### config.mk
export PLATFORM = sky130hd
export DESIGN_NAME = freelist_nway
export DESIGN_NICKNAME = d
export VERILOG_FILES = /design/src/rtl/sys_defs_pkg.sv /design/src/rtl/fl_lane_prefix.sv /design/src/rtl/freelist_nway.sv
export SDC_FILE = /design/constraint.sdc
export NUM_CORES = 1
export LEC_CHECK = 0
export CORE_AREA = 2 2 227 229
export CTS_BUF_LIST = sky130_fd_sc_hd__clkbuf_16
export DETAILED_ROUTE_END_ITERATION = 16
export DIE_AREA = 0 0 229 231
export PLACE_DENSITY = 0.78
export SKIP_LAST_GASP = 1
export SLEW_MARGIN = 40
export SYNTH_ARGS = -nofsm -noshare
export SYNTH_HDL_FRONTEND = slang
export SYNTH_SLANG_ARGS = --single-unit
### constraint.sdc
create_clock -name clk_i -period 5.3 [get_ports clk_i]
set_input_delay 0.795 -clock clk_i [delete_from_list [all_inputs] [get_ports clk_i]]
set_output_delay 0.795 -clock clk_i [all_outputs]
set_load 0.005 [all_outputs]
### src/rtl/sys_defs_pkg.sv
// Shared rename-stage definitions: free-list sizing, port bundles and derived widths.
package sys_defs_pkg;
    localparam int C_DP_NUM    = 2;
    localparam int C_RT_NUM    = 2;
    localparam int C_PR_ENTRY  = 64;
    localparam int C_ARCH_NUM  = 32;
    localparam int C_FL_ENTRY  = C_PR_ENTRY - C_ARCH_NUM;
    localparam int C_ROB_ENTRY = 32;

    localparam int FL_IDX_W = $clog2(C_FL_ENTRY);
    localparam int PR_W     = $clog2(C_PR_ENTRY);
    localparam int ROB_W    = $clog2(C_ROB_ENTRY);
    localparam int DP_CNT_W = $clog2(C_DP_NUM + 1);
    localparam int RT_CNT_W = $clog2(C_RT_NUM + 1);

    localparam logic [PR_W-1:0] ZERO_PREG = '0;

    typedef struct packed {
        logic [DP_CNT_W-1:0]              dp_num;
        logic [C_DP_NUM-1:0]              rd_nz;
        logic [C_DP_NUM-1:0][ROB_W-1:0]   rob_idx;
    } DP_FL;

    typedef struct packed {
        logic [C_DP_NUM-1:0][PR_W-1:0]    preg;
        logic [DP_CNT_W-1:0]              avail_num;
    } FL_DP;

    typedef struct packed {
        logic [RT_CNT_W-1:0]              rt_num;
        logic [C_RT_NUM-1:0][PR_W-1:0]    told;
        logic                             rollback;
        logic [ROB_W-1:0]                 rollback_idx;
        logic                             flush;
    } ROB_FL;
endpackage

### src/rtl/fl_lane_prefix.sv
// Exclusive prefix popcount of a lane mask: each lane learns how many lower lanes are set.
module fl_lane_prefix #(
    parameter int N  = 2,
    parameter int CW = $clog2(N + 1)
) (
    input  logic [N-1:0]          i_mask,
    output logic [N-1:0][CW-1:0]  o_prefix,
    output logic [CW-1:0]         o_total
);
    import sys_defs_pkg::*;

    always_comb begin
        o_total = '0;
        for (int l = 0; l < N; l++) begin
            o_prefix[l] = o_total;
            o_total     = o_total + CW'(i_mask[l]);
        end
    end
endmodule

### src/rtl/freelist_nway.sv
// N-wide circular free list of physical register tags with per-ROB snapshot rollback and flush.
module freelist_nway
    import sys_defs_pkg::*;
(
    input  logic                            clk_i,
    input  logic                            rst_i,
    input  logic [DP_CNT_W-1:0]             dp_num_i,
    input  logic [C_DP_NUM-1:0]             dp_rd_nz_i,
    input  logic [C_DP_NUM-1:0][ROB_W-1:0]  dp_rob_idx_i,
    output logic [C_DP_NUM-1:0][PR_W-1:0]   dp_preg_o,
    output logic [DP_CNT_W-1:0]             avail_num_o,
    input  logic [RT_CNT_W-1:0]             rt_num_i,
    input  logic [C_RT_NUM-1:0][PR_W-1:0]   rt_told_i,
    input  logic                            rollback_i,
    input  logic [ROB_W-1:0]                rollback_idx_i,
    input  logic                            flush_i,
    output logic [FL_IDX_W:0]               count_o
);
    localparam int PTR_W = FL_IDX_W + 1;

    DP_FL  w_dp;
    ROB_FL w_rob;
    FL_DP  w_fl;

    logic [PR_W-1:0]  r_table [C_FL_ENTRY];
    logic [PTR_W-1:0] r_snap  [C_ROB_ENTRY];
    logic [PTR_W-1:0] r_head, r_tail, r_cmt_head;

    logic [PTR_W-1:0] w_count, w_head_nxt, w_tail_nxt, w_cmt_nxt;
    logic [C_DP_NUM-1:0]                w_dp_en, w_dp_vld;
    logic [C_DP_NUM-1:0][DP_CNT_W-1:0]  w_dp_k;
    logic [DP_CNT_W-1:0]                w_dp_tot;
    logic [C_RT_NUM-1:0]                w_rt_vld;
    logic [C_RT_NUM-1:0][RT_CNT_W-1:0]  w_rt_k;
    logic [RT_CNT_W-1:0]                w_rt_tot;
    logic                               w_dp_take;

    assign w_dp.dp_num       = dp_num_i;
    assign w_dp.rd_nz        = dp_rd_nz_i;
    assign w_dp.rob_idx      = dp_rob_idx_i;
    assign w_rob.rt_num      = rt_num_i;
    assign w_rob.told        = rt_told_i;
    assign w_rob.rollback    = rollback_i;
    assign w_rob.rollback_idx = rollback_idx_i;
    assign w_rob.flush       = flush_i;

    always_comb begin
        for (int l = 0; l < C_DP_NUM; l++) begin
            w_dp_en[l]  = DP_CNT_W'(l) < w_dp.dp_num;
            w_dp_vld[l] = w_dp_en[l] & w_dp.rd_nz[l];
        end
        for (int l = 0; l < C_RT_NUM; l++) begin
            w_rt_vld[l] = (RT_CNT_W'(l) < w_rob.rt_num) && (w_rob.told[l] != ZERO_PREG);
        end
    end

    fl_lane_prefix #(.N(C_DP_NUM), .CW(DP_CNT_W)) u_dp_prefix (
        .i_mask   (w_dp_vld),
        .o_prefix (w_dp_k),
        .o_total  (w_dp_tot)
    );

    fl_lane_prefix #(.N(C_RT_NUM), .CW(RT_CNT_W)) u_rt_prefix (
        .i_mask   (w_rt_vld),
        .o_prefix (w_rt_k),
        .o_total  (w_rt_tot)
    );

    // Grants and availability see registered pointers only; freed tags become visible next cycle.
    always_comb begin
        w_count   = r_tail - r_head;
        w_dp_take = !w_rob.flush && !w_rob.rollback;
        for (int l = 0; l < C_DP_NUM; l++) begin
            w_fl.preg[l] = w_dp_vld[l]
                         ? r_table[FL_IDX_W'(r_head + PTR_W'(w_dp_k[l]))]
                         : ZERO_PREG;
        end
        w_fl.avail_num = (w_count >= PTR_W'(C_DP_NUM)) ? DP_CNT_W'(C_DP_NUM)
                                                       : DP_CNT_W'(w_count);
        w_tail_nxt = r_tail + PTR_W'(w_rt_tot);
        w_cmt_nxt  = r_cmt_head + PTR_W'(w_rt_tot);
        if (w_rob.flush) begin
            w_head_nxt = w_cmt_nxt;
        end else if (w_rob.rollback) begin
            w_head_nxt = r_snap[w_rob.rollback_idx];
        end else begin
            w_head_nxt = r_head + PTR_W'(w_dp_tot);
        end
    end

    assign dp_preg_o   = w_fl.preg;
    assign avail_num_o = w_fl.avail_num;
    assign count_o     = w_count;

    always_ff @(posedge clk_i) begin
        if (!rst_i) begin
            r_head     <= '0;
            r_cmt_head <= '0;
            r_tail     <= PTR_W'(C_FL_ENTRY);
            for (int i = 0; i < C_FL_ENTRY; i++) begin
                r_table[i] <= PR_W'(C_ARCH_NUM + i);
            end
            for (int i = 0; i < C_ROB_ENTRY; i++) begin
                r_snap[i] <= '0;
            end
        end else begin
            r_head     <= w_head_nxt;
            r_tail     <= w_tail_nxt;
            r_cmt_head <= w_cmt_nxt;
            for (int l = 0; l < C_RT_NUM; l++) begin
                if (w_rt_vld[l]) begin
                    r_table[FL_IDX_W'(r_tail + PTR_W'(w_rt_k[l]))] <= w_rob.told[l];
                end
            end
            // Every dispatched lane records where head will sit once it and its elders are renamed.
            if (w_dp_take) begin
                for (int l = 0; l < C_DP_NUM; l++) begin
                    if (w_dp_en[l]) begin
                        r_snap[w_dp.rob_idx[l]] <= r_head + PTR_W'(w_dp_k[l]) + PTR_W'(w_dp_vld[l]);
                    end
                end
            end
        end
    end

    always_ff @(posedge clk_i) begin
        if (rst_i) begin
            if (w_dp_take) begin
                assert (w_dp_tot <= w_fl.avail_num);
            end
            assert ((w_count + PTR_W'(w_rt_tot)) <= PTR_W'(C_FL_ENTRY));
        end
    end
endmodule

# After elaboration in Yosys (flattened, before gate mapping)
# Memory sizes are Yosys's and may differ from the RTL's. A register that Yosys moved wholly into a read port is not among the register bits.
# Cells that the tools add are included.
# Widths: inputs -> output; s select.
# word_totals
reg_bits,18
ram_bits,384
elab_cells,65
n_memories,2
in_bits,37
out_inout_bits,20
# op_classes
n_bitwise,2
muxes,33
reduce_logical,11
n_addsub,9
order_cmp,5
# mem_list
memory,words,width,rd,rd_clocked_by_memory_dff,wr,line_no,source
r_snap,32,6,1,0,32,freelist_nway.sv:26,logic [PTR_W-1:0] r_snap [C_ROB_ENTRY];
r_table,32,6,2,1,32,freelist_nway.sv:25,logic [PR_W-1:0] r_table [C_FL_ENTRY];
# ops
cell,count
$mux 6,8
$mux 5,5
$reduce_or 6->1,4
$mux 1,19
$add 6x2->6,3
$add 6x1->6,2
$reduce_bool 6->1,2
$lt 1x2->1 const A,4
$ge 6x2->1 const B,1
$sub 6x6->6,1
$add 5x1->5,1
$add 1x1->2,2
$logic_and 1x1->1,3
$and 1x1->1,2
$logic_not 1->1,2
$mux 2,1

# Depth between registers and ports, before layout
# Gate-level depths: netlist of the first run.
# logic_depth
depth_word,7
mapped_depth,13

# Hierarchy
# A second synthesis of the first run with hierarchy kept.
# unflattened
hier_cells,2237
area_unflattened_um2,25889.8
# modules_own_cells
mod,seq_area_each_um2,n_inst,area_each_um2,cells_each
freelist_nway,11891.4,1,25797.2,2225
fl_lane_prefix,0.0,2,46.3,6

# Least setup slack after synthesis of the first run
# Ideal clock, no wire load.
# synth_path
path_type,input port to output port
startpoint,input port dp_num_i[1]
endpoint,output port dp_preg_o[11] (netlist name)
arrival_time_ps,3480
t_required_ps,4505
path_buffers,3
path_slack_ps,1025
stages,11
path_cell_list,or2_2 > clkbuf_1 > nand2_1 > inv_1 > ha_1 > ha_1 > buf_2 > clkbuf_1 > mux4_2 > mux4_2 > a22o_1
# synth_rtl
element,line_no,source
"start, declared",freelist_nway.sv:7,"input logic [DP_CNT_W-1:0] dp_num_i,"
"end, declared",freelist_nway.sv:10,"output logic [C_DP_NUM-1:0][PR_W-1:0] dp_preg_o,"

==> impl_metrics.py, run 1 <==
metrics = {
    "clocking": {
        "htree_levels": 2,
        "clk_path_buf_depth": 3,
        "root_buffer": "clkbuf_16",
        "hold_buffers": 0,
        "clk_pin_slew_ps": 60,
        "cts_tree": "yes",
        "post_cts_buffers": 0,
        "numCtsBuffers": 44,
        "post_cts_resized": 0,
        "numClockSinks": 402,
        "clk-insertion-delay-late_ps": 610,
    },
    "logic_synthesis": {
        "synth_warnings": 0,
        "synth_edf_count": 384,
        "synth_flop_cell": "edfxtp_1",
        "ys_ff_latch": 402,
        "async_reset_ff_share_pct": 0,
        "synthesis.area_mm2": 0.0249,
        "synthCells": 2054,
        "synth.distinct_cells": 90,
        "ys_seq_area_share_pct": 47.8,
        "syn_nets": 2112,
        "synth.avg_cell_area_um2": 12.1,
    },
    "drt": {
        "wl_met1_um": 27300,
        "drt_wl_total_um": 82400,
        "drtIter0Drc": 3533,
        "wl_met2_um": 37600,
        "num_vias": 20097,
        "dr.pass1.iters": 5,
        "wl_per_cell_um": 30.1,
        "ant_nets": 0,
        "drc": 0,
        "viasPerCell": 7.34,
        "routed.top_layer": "met4",
        "wl_met3_um": 12000,
    },
    "cells_and_area": {
        "diodes": 0,
        "drive_above_1_share_pct": 20.7,
        "syn_to_final_growth_pct": 10.2,
        "final_common_cell": "edfxtp_1",
        "fillCellCount": 4209,
        "final_core_util_pct": 54.1,
        "final_cell_mix": "384 x edfxtp_1, 211 x nor2_1, 161 x mux4_2",
        "layout.nets": 2083,
    },
    "die": {
        "dieHeight_um": 231,
        "core_mm2": 0.0507,
        "rows": 83,
        "dieWidth_um": 229,
        "io_pins": 57,
        "start_util_pct": 49.1,
        "die_area_mm2": 0.0529,
    },
    "global_routing": {
        "grt_max_degree": 49,
        "grt_pass1_wl_um": 122000,
        "grtUsageTotal_pct": 30.9,
        "overflow": 0,
        "antenna_found_initial": 0,
        "grt_pass1_vias": 19502,
    },
    "timing": {
        "period_share_pct": 96.6,
        "worst_slack_ps": 182,
        "timing.setup.tns_ps": 0,
        "final_hold_viol_count": 0,
        "slew_headroom_pct": 43.2,
        "finalMaxSlewViolations": 0,
        "fin_crit_ps": 5120,
        "rsz0062_at_grt": "no",
        "skew_ps": 55.1,
        "worst_pin_slew_ps": 848,
        "hold_ws_ps": 529,
        "max_freq_mhz": 195,
        "setup_viol": 0,
    },
    "worst_hold_path": {
        "holdPathStages": 2,
        "hold_class": "flip-flop to flip-flop",
        "hold_path_end": "r_cmt_head[5]",
        "min-delay-start": "r_cmt_head[5]",
    },
    "pwr": {
        "power_switching_mw": 2.52,
        "p_clk_share_pct": 36.6,
        "combPwrFrac_pct": 20.0,
        "power_density_mw_per_mm2": 313,
        "ir_drop_v": 0.000223,
        "leakage_nw": 8.70,
        "p_seq_share_pct": 43.4,
        "design_power_total_mw": 8.58,
        "p_int_mw": 6.06,
        "p_sw_share_pct": 29.4,
    },
    "setup_path": {
        "worstPathArrival_ps": 4320,
        "ff2ff_setup_slack_ps": 1670,
        "critPathLaunchType": "input pin",
        "regToRegEndpoint": "r_snap[30][5]",
        "required_ps": 4510,
        "crit_fanout": 12,
        "cp-end-kind": "output port",
        "reg2regPathDepth": 8,
        "critPathKind": "input pin to output port",
        "rr_startpoint": "r_head[0]",
    },
    "placed_design": {
        "io_buffers": 56,
        "dpl.hpwl_um": 57100,
        "gp_congestion": 1.01,
        "preCtsSetupSlack_ps": 157,
    },
    "status": {
        "outcome": "completed",
    },
    "flow_run": {
        "cap_viol_max_count": 0,
    },
}
[how the worst max path moves through the flow]
| stage | start | to | slack (ps) | cells after the start |
|---|---|---|---|---|
| final | dp_num_i[1] | dp_preg_o[9] | 180 | 10 |
| after global routing | dp_num_i[1] | dp_preg_o[8] | 70 | 10 |
| after CTS | dp_num_i[1] | dp_preg_o[9] | 130 | 10 |
| after detailed placement | dp_num_i[1] | dp_preg_o[9] | 160 | 10 |
| after global placement | dp_num_i[1] | dp_preg_o[9] | 220 | 10 |
| after floorplan | dp_num_i[1] | dp_preg_o[11] | 1030 | 11 |
[per-layer routing]
metal  global-route usage [%]  vias to the layer above
met1                     38.8                     9598
met2                     48.6                     1866
met4                     17.6                        0
met5                        0                        -
met3                     8.12                      385
li1                         -                     8248
[registers in the layout, summed over array words and instances, names as in the netlist]
name and count:
r_head 6, r_snap 192, r_table 192, r_cmt_head 6, r_tail 6
[final cells by class]
cell class                      count  area, µm²  area share [%]
Multi-Input combinational cell   1412      11900            43.4
Sequential cell                   402      11900            43.4
Timing Repair Buffer              139       1210            4.41
Clock buffer                       44       1100            4.02
Tap cell                          680        851            3.10
Clock inverter                     35        352            1.28
Inverter                           26       97.6           0.356
[worst max-delay path: stages]
cell	delay, ps
clkdlybuf4s50_1	460
or2_2	330
nand2_1	170
inv_1	120
ha_4	450
buf_12	180
mux4_2	510
mux4_2	560
a22o_1	270
clkdlybuf4s50_1	470
[synthesized netlist by cell type, types with 5 or more instances]
cell type,n,share of area (%)
ha_1,17,0.86
o21ai_1,5,0.10
mux2i_1,44,1.8
nand2_2,5,0.13
nand4_2,6,0.30
buf_2,67,1.3
nand2b_1,7,0.18
clkbuf_1,95,1.4
mux2_4,6,0.36
and3_1,27,0.68
buf_6,12,0.54
inv_1,22,0.33
nand2_1,84,1.3
and2_1,13,0.33
a22o_1,77,2.7
mux4_2,161,15
nand3_1,92,1.9
nor3b_1,5,0.15
nor3_1,60,1.2
mux2_2,33,1.5
dfxtp_1,18,1.4
o31ai_1,23,0.69
or3_1,11,0.28
nor2b_1,12,0.30
o2111ai_2,5,0.30
or2_2,5,0.13
and4_1,5,0.18
edfxtp_1,384,46
o211ai_1,40,1.2
a31oi_1,105,2.6
o22ai_1,103,2.6
o2bb2ai_1,13,0.46
nand4_1,47,1.2
buf_4,25,0.75
buf_1,13,0.20
xnor2_1,11,0.39
xor2_1,9,0.32
o21ai_0,68,1.4
nor4_1,12,0.30
nor2_1,211,3.2
[through the flow]
stage                     cell area (µm²)  std cells
after detailed placement            26000       2659
after CTS                           27400       2738
after floorplan                     24900       2054
after global placement              26000       2659
final                               27400       2738
after global routing                27400       2738
[kinds of logic (layout without fill, tap and decap cells)]
group | Yosys count | count (layout) | synth area share (%)
AOI/OAI and AO/OA | 490 | 490 | 14.2
buffers and inverters | 240 | 244 | 4.71
and+or+nand+nor | 634 | 634 | 13.0
muxes | 244 | 244 | 18.2
adders and majority gates | 21 | 21 | 1.18
xor gates and xnor gates | 23 | 23 | 0.946
DFF | 402 | 402 | 47.8
[power by group through the flow]
stage,Sequential (mW),Combinational [mW],Clock (mW)
2_1_floorplan,3.69,1.15,0
3_3_place_gp,3.78,1.64,0
3_5_place_dp,3.78,1.67,0
4_1_cts,3.71,1.68,3.13
5_1_grt,3.73,1.78,3.26
6_report,3.72,1.72,3.14
No activity file was read; power rests on OpenSTA's default activity.
==> run 2: changes to the inputs <==
Settings changed: DONT_BUFFER_PORTS set to 1, PLACE_DENSITY 0.78 to 0.76.
==> impl_metrics.py, run 2 (synthesis gave the netlist of run 1 again) <==
metrics = {
    "status": {
        "outcome": "completed",
    },
    "timing": {
        "worst_pin_slew_ps": 949,
        "final_hold_viol_count": 0,
        "timing.setup.tns_ps": 0,
        "finalMaxSlewViolations": 0,
        "skew_ps": 17.7,
        "slew_headroom_pct": 36.7,
        "max_freq_mhz": 224,
        "period_share_pct": 84.1,
        "fin_crit_ps": 4460,
        "rsz0062_at_grt": "no",
        "setup_viol": 0,
    },
    "setup_path": {
        "max_stage_delay_ps": 720,
        "critPathLaunchType": "input pin",
        "required_ps": 4510,
        "reg2regPathDepth": 8,
        "critPathKind": "input pin to output port",
        "critPathLaunch": "dp_num_i[1]",
        "worstPathArrival_ps": 3660,
        "rr_startpoint": "r_head[0]",
        "cp-end-kind": "output port",
        "cp_cell_sequence": "or2_2, nand2_1, inv_1, ha_4, ha_4, mux4_2, mux4_2, a22o_1",
        "regToRegEndpoint": "r_snap[2][2]",
        "ff2ff_setup_slack_ps": 1540,
        "cpMaxStageDelayCell": "ha_4",
        "setup.worst_path.end": "dp_preg_o[9]",
        "crit_fanout": 49,
    },
    "drt": {
        "wl_per_cell_um": 31.3,
        "num_vias": 20070,
        "drc": 0,
        "drt_wl_total_um": 83300,
        "dr.pass1.iters": 7,
        "viasPerCell": 7.53,
        "ant_nets": 0,
        "drtIter0Drc": 3782,
    },
    "pwr": {
        "ir_drop_v": 0.000244,
        "leakage_nw": 8.36,
        "power_density_mw_per_mm2": 311,
    },
    "clocking": {
        "numClockSinks": 402,
        "root_buffer": "clkbuf_16",
        "post_cts_buffers": 0,
        "post_cts_resized": 0,
        "clk_path_buf_depth": 3,
        "hold_buffers": 0,
        "numCtsBuffers": 45,
        "htree_levels": 2,
        "clk_pin_slew_ps": 60,
        "cts_tree": "yes",
        "clk-insertion-delay-late_ps": 600,
    },
    "global_routing": {
        "antenna_found_initial": 0,
        "grtUsageTotal_pct": 31.0,
        "overflow": 0,
        "grt_max_degree": 78,
        "grt_pass1_vias": 18996,
        "grt_pass1_wl_um": 122000,
    },
    "die": {
        "io_pins": 57,
        "dieWidth_um": 229,
        "dieHeight_um": 231,
        "rows": 83,
        "core_mm2": 0.0507,
        "die_area_mm2": 0.0529,
        "start_util_pct": 49.1,
    },
    "cells_and_area": {
        "reg_top3": "r_snap x192, r_table x192",
        "final_cell_mix": "384 x edfxtp_1, 208 x nor2_1, 161 x mux4_2",
        "syn_to_final_growth_pct": 7.21,
        "drive_above_1_share_pct": 20.2,
        "stdcell_count": 2664,
        "final_common_cell": "edfxtp_1",
        "layout.nets": 2005,
        "final_core_util_pct": 52.6,
    },
    "worst_hold_path": {
        "hold_class": "input pin to flip-flop",
        "holdPathStages": 1,
    },
    "placed_design": {
        "gp_congestion": 1.01,
        "io_buffers": 0,
        "dp_cells": 2575,
        "dpl.hpwl_um": 55700,
    },
    "flow_run": {
        "cap_viol_max_count": 0,
    },
}
-- run 2: critical path: cells and delay by family --
family                   cells  cell delay [ps]
AO/OA/AOI/OAI                1              290
adder cells (fa/ha/maj)      2              900
buffers and inverters        1              100
multiplexers                 2              960
AND/OR/NAND/NOR              2              570
-- run 2: cell type report --
| type | count | area, µm² |
|---|---|---|
| clock buffers | 45 | 1130 |
| diodes | 1 | 2.50 |
| repair buffers | 60 | 465 |
| multi-input cells | 1412 | 12000 |
| inverters | 26 | 97.6 |
| fillers | 4250 | 24000 |
| flip-flops and latches | 402 | 11900 |
| clock inverters | 38 | 278 |
| well taps | 680 | 851 |
-- run 2: metrics by stage --
step / hold WS (ps) / setup slack (ps) / area (µm²) / total power [mW]
3_3_place_gp: 497 / 919 / 25100 / 5.18
6_report: 290 / 841 / 26700 / 8.29
4_1_cts: 272 / 865 / 26600 / 8.23
3_5_place_dp: 501 / 775 / 25200 / 5.23
2_1_floorplan: 472 / 1030 / 24900 / 4.84
5_1_grt: 285 / 778 / 26700 / 8.45
-- run 2: worst min-delay path by stage --
| stage | from | endpoint | slack [ps] |
|---|---|---|---|
| after global routing | rst_i | r_tail[5] | 290 |
| final | rst_i | r_tail[5] | 290 |
| after floorplan | r_cmt_head[5] | r_cmt_head[5] | 470 |
| after CTS | rst_i | r_tail[5] | 270 |
| after detailed placement | r_tail[5] | r_tail[5] | 500 |
| after global placement | r_tail[5] | r_tail[5] | 500 |
-- run 2: report_power, final --
part	internal, mW	total, mW	switching, mW	leakage (nW)
clock	1.70	3.07	1.36	0.724
combinational	0.580	1.53	0.949	3.91
sequential	3.60	3.69	0.0965	3.73
total	5.88	8.29	2.41	8.36
-- run 2: routing by layer --
layer	vias up	share of wire, %	GRT usage, %
met1	9672	33	39.0
met4	0	7.0	17.3
met5	-	0	0
met3	394	15	8.71
met2	1901	45	48.5
li1	8103	-	-
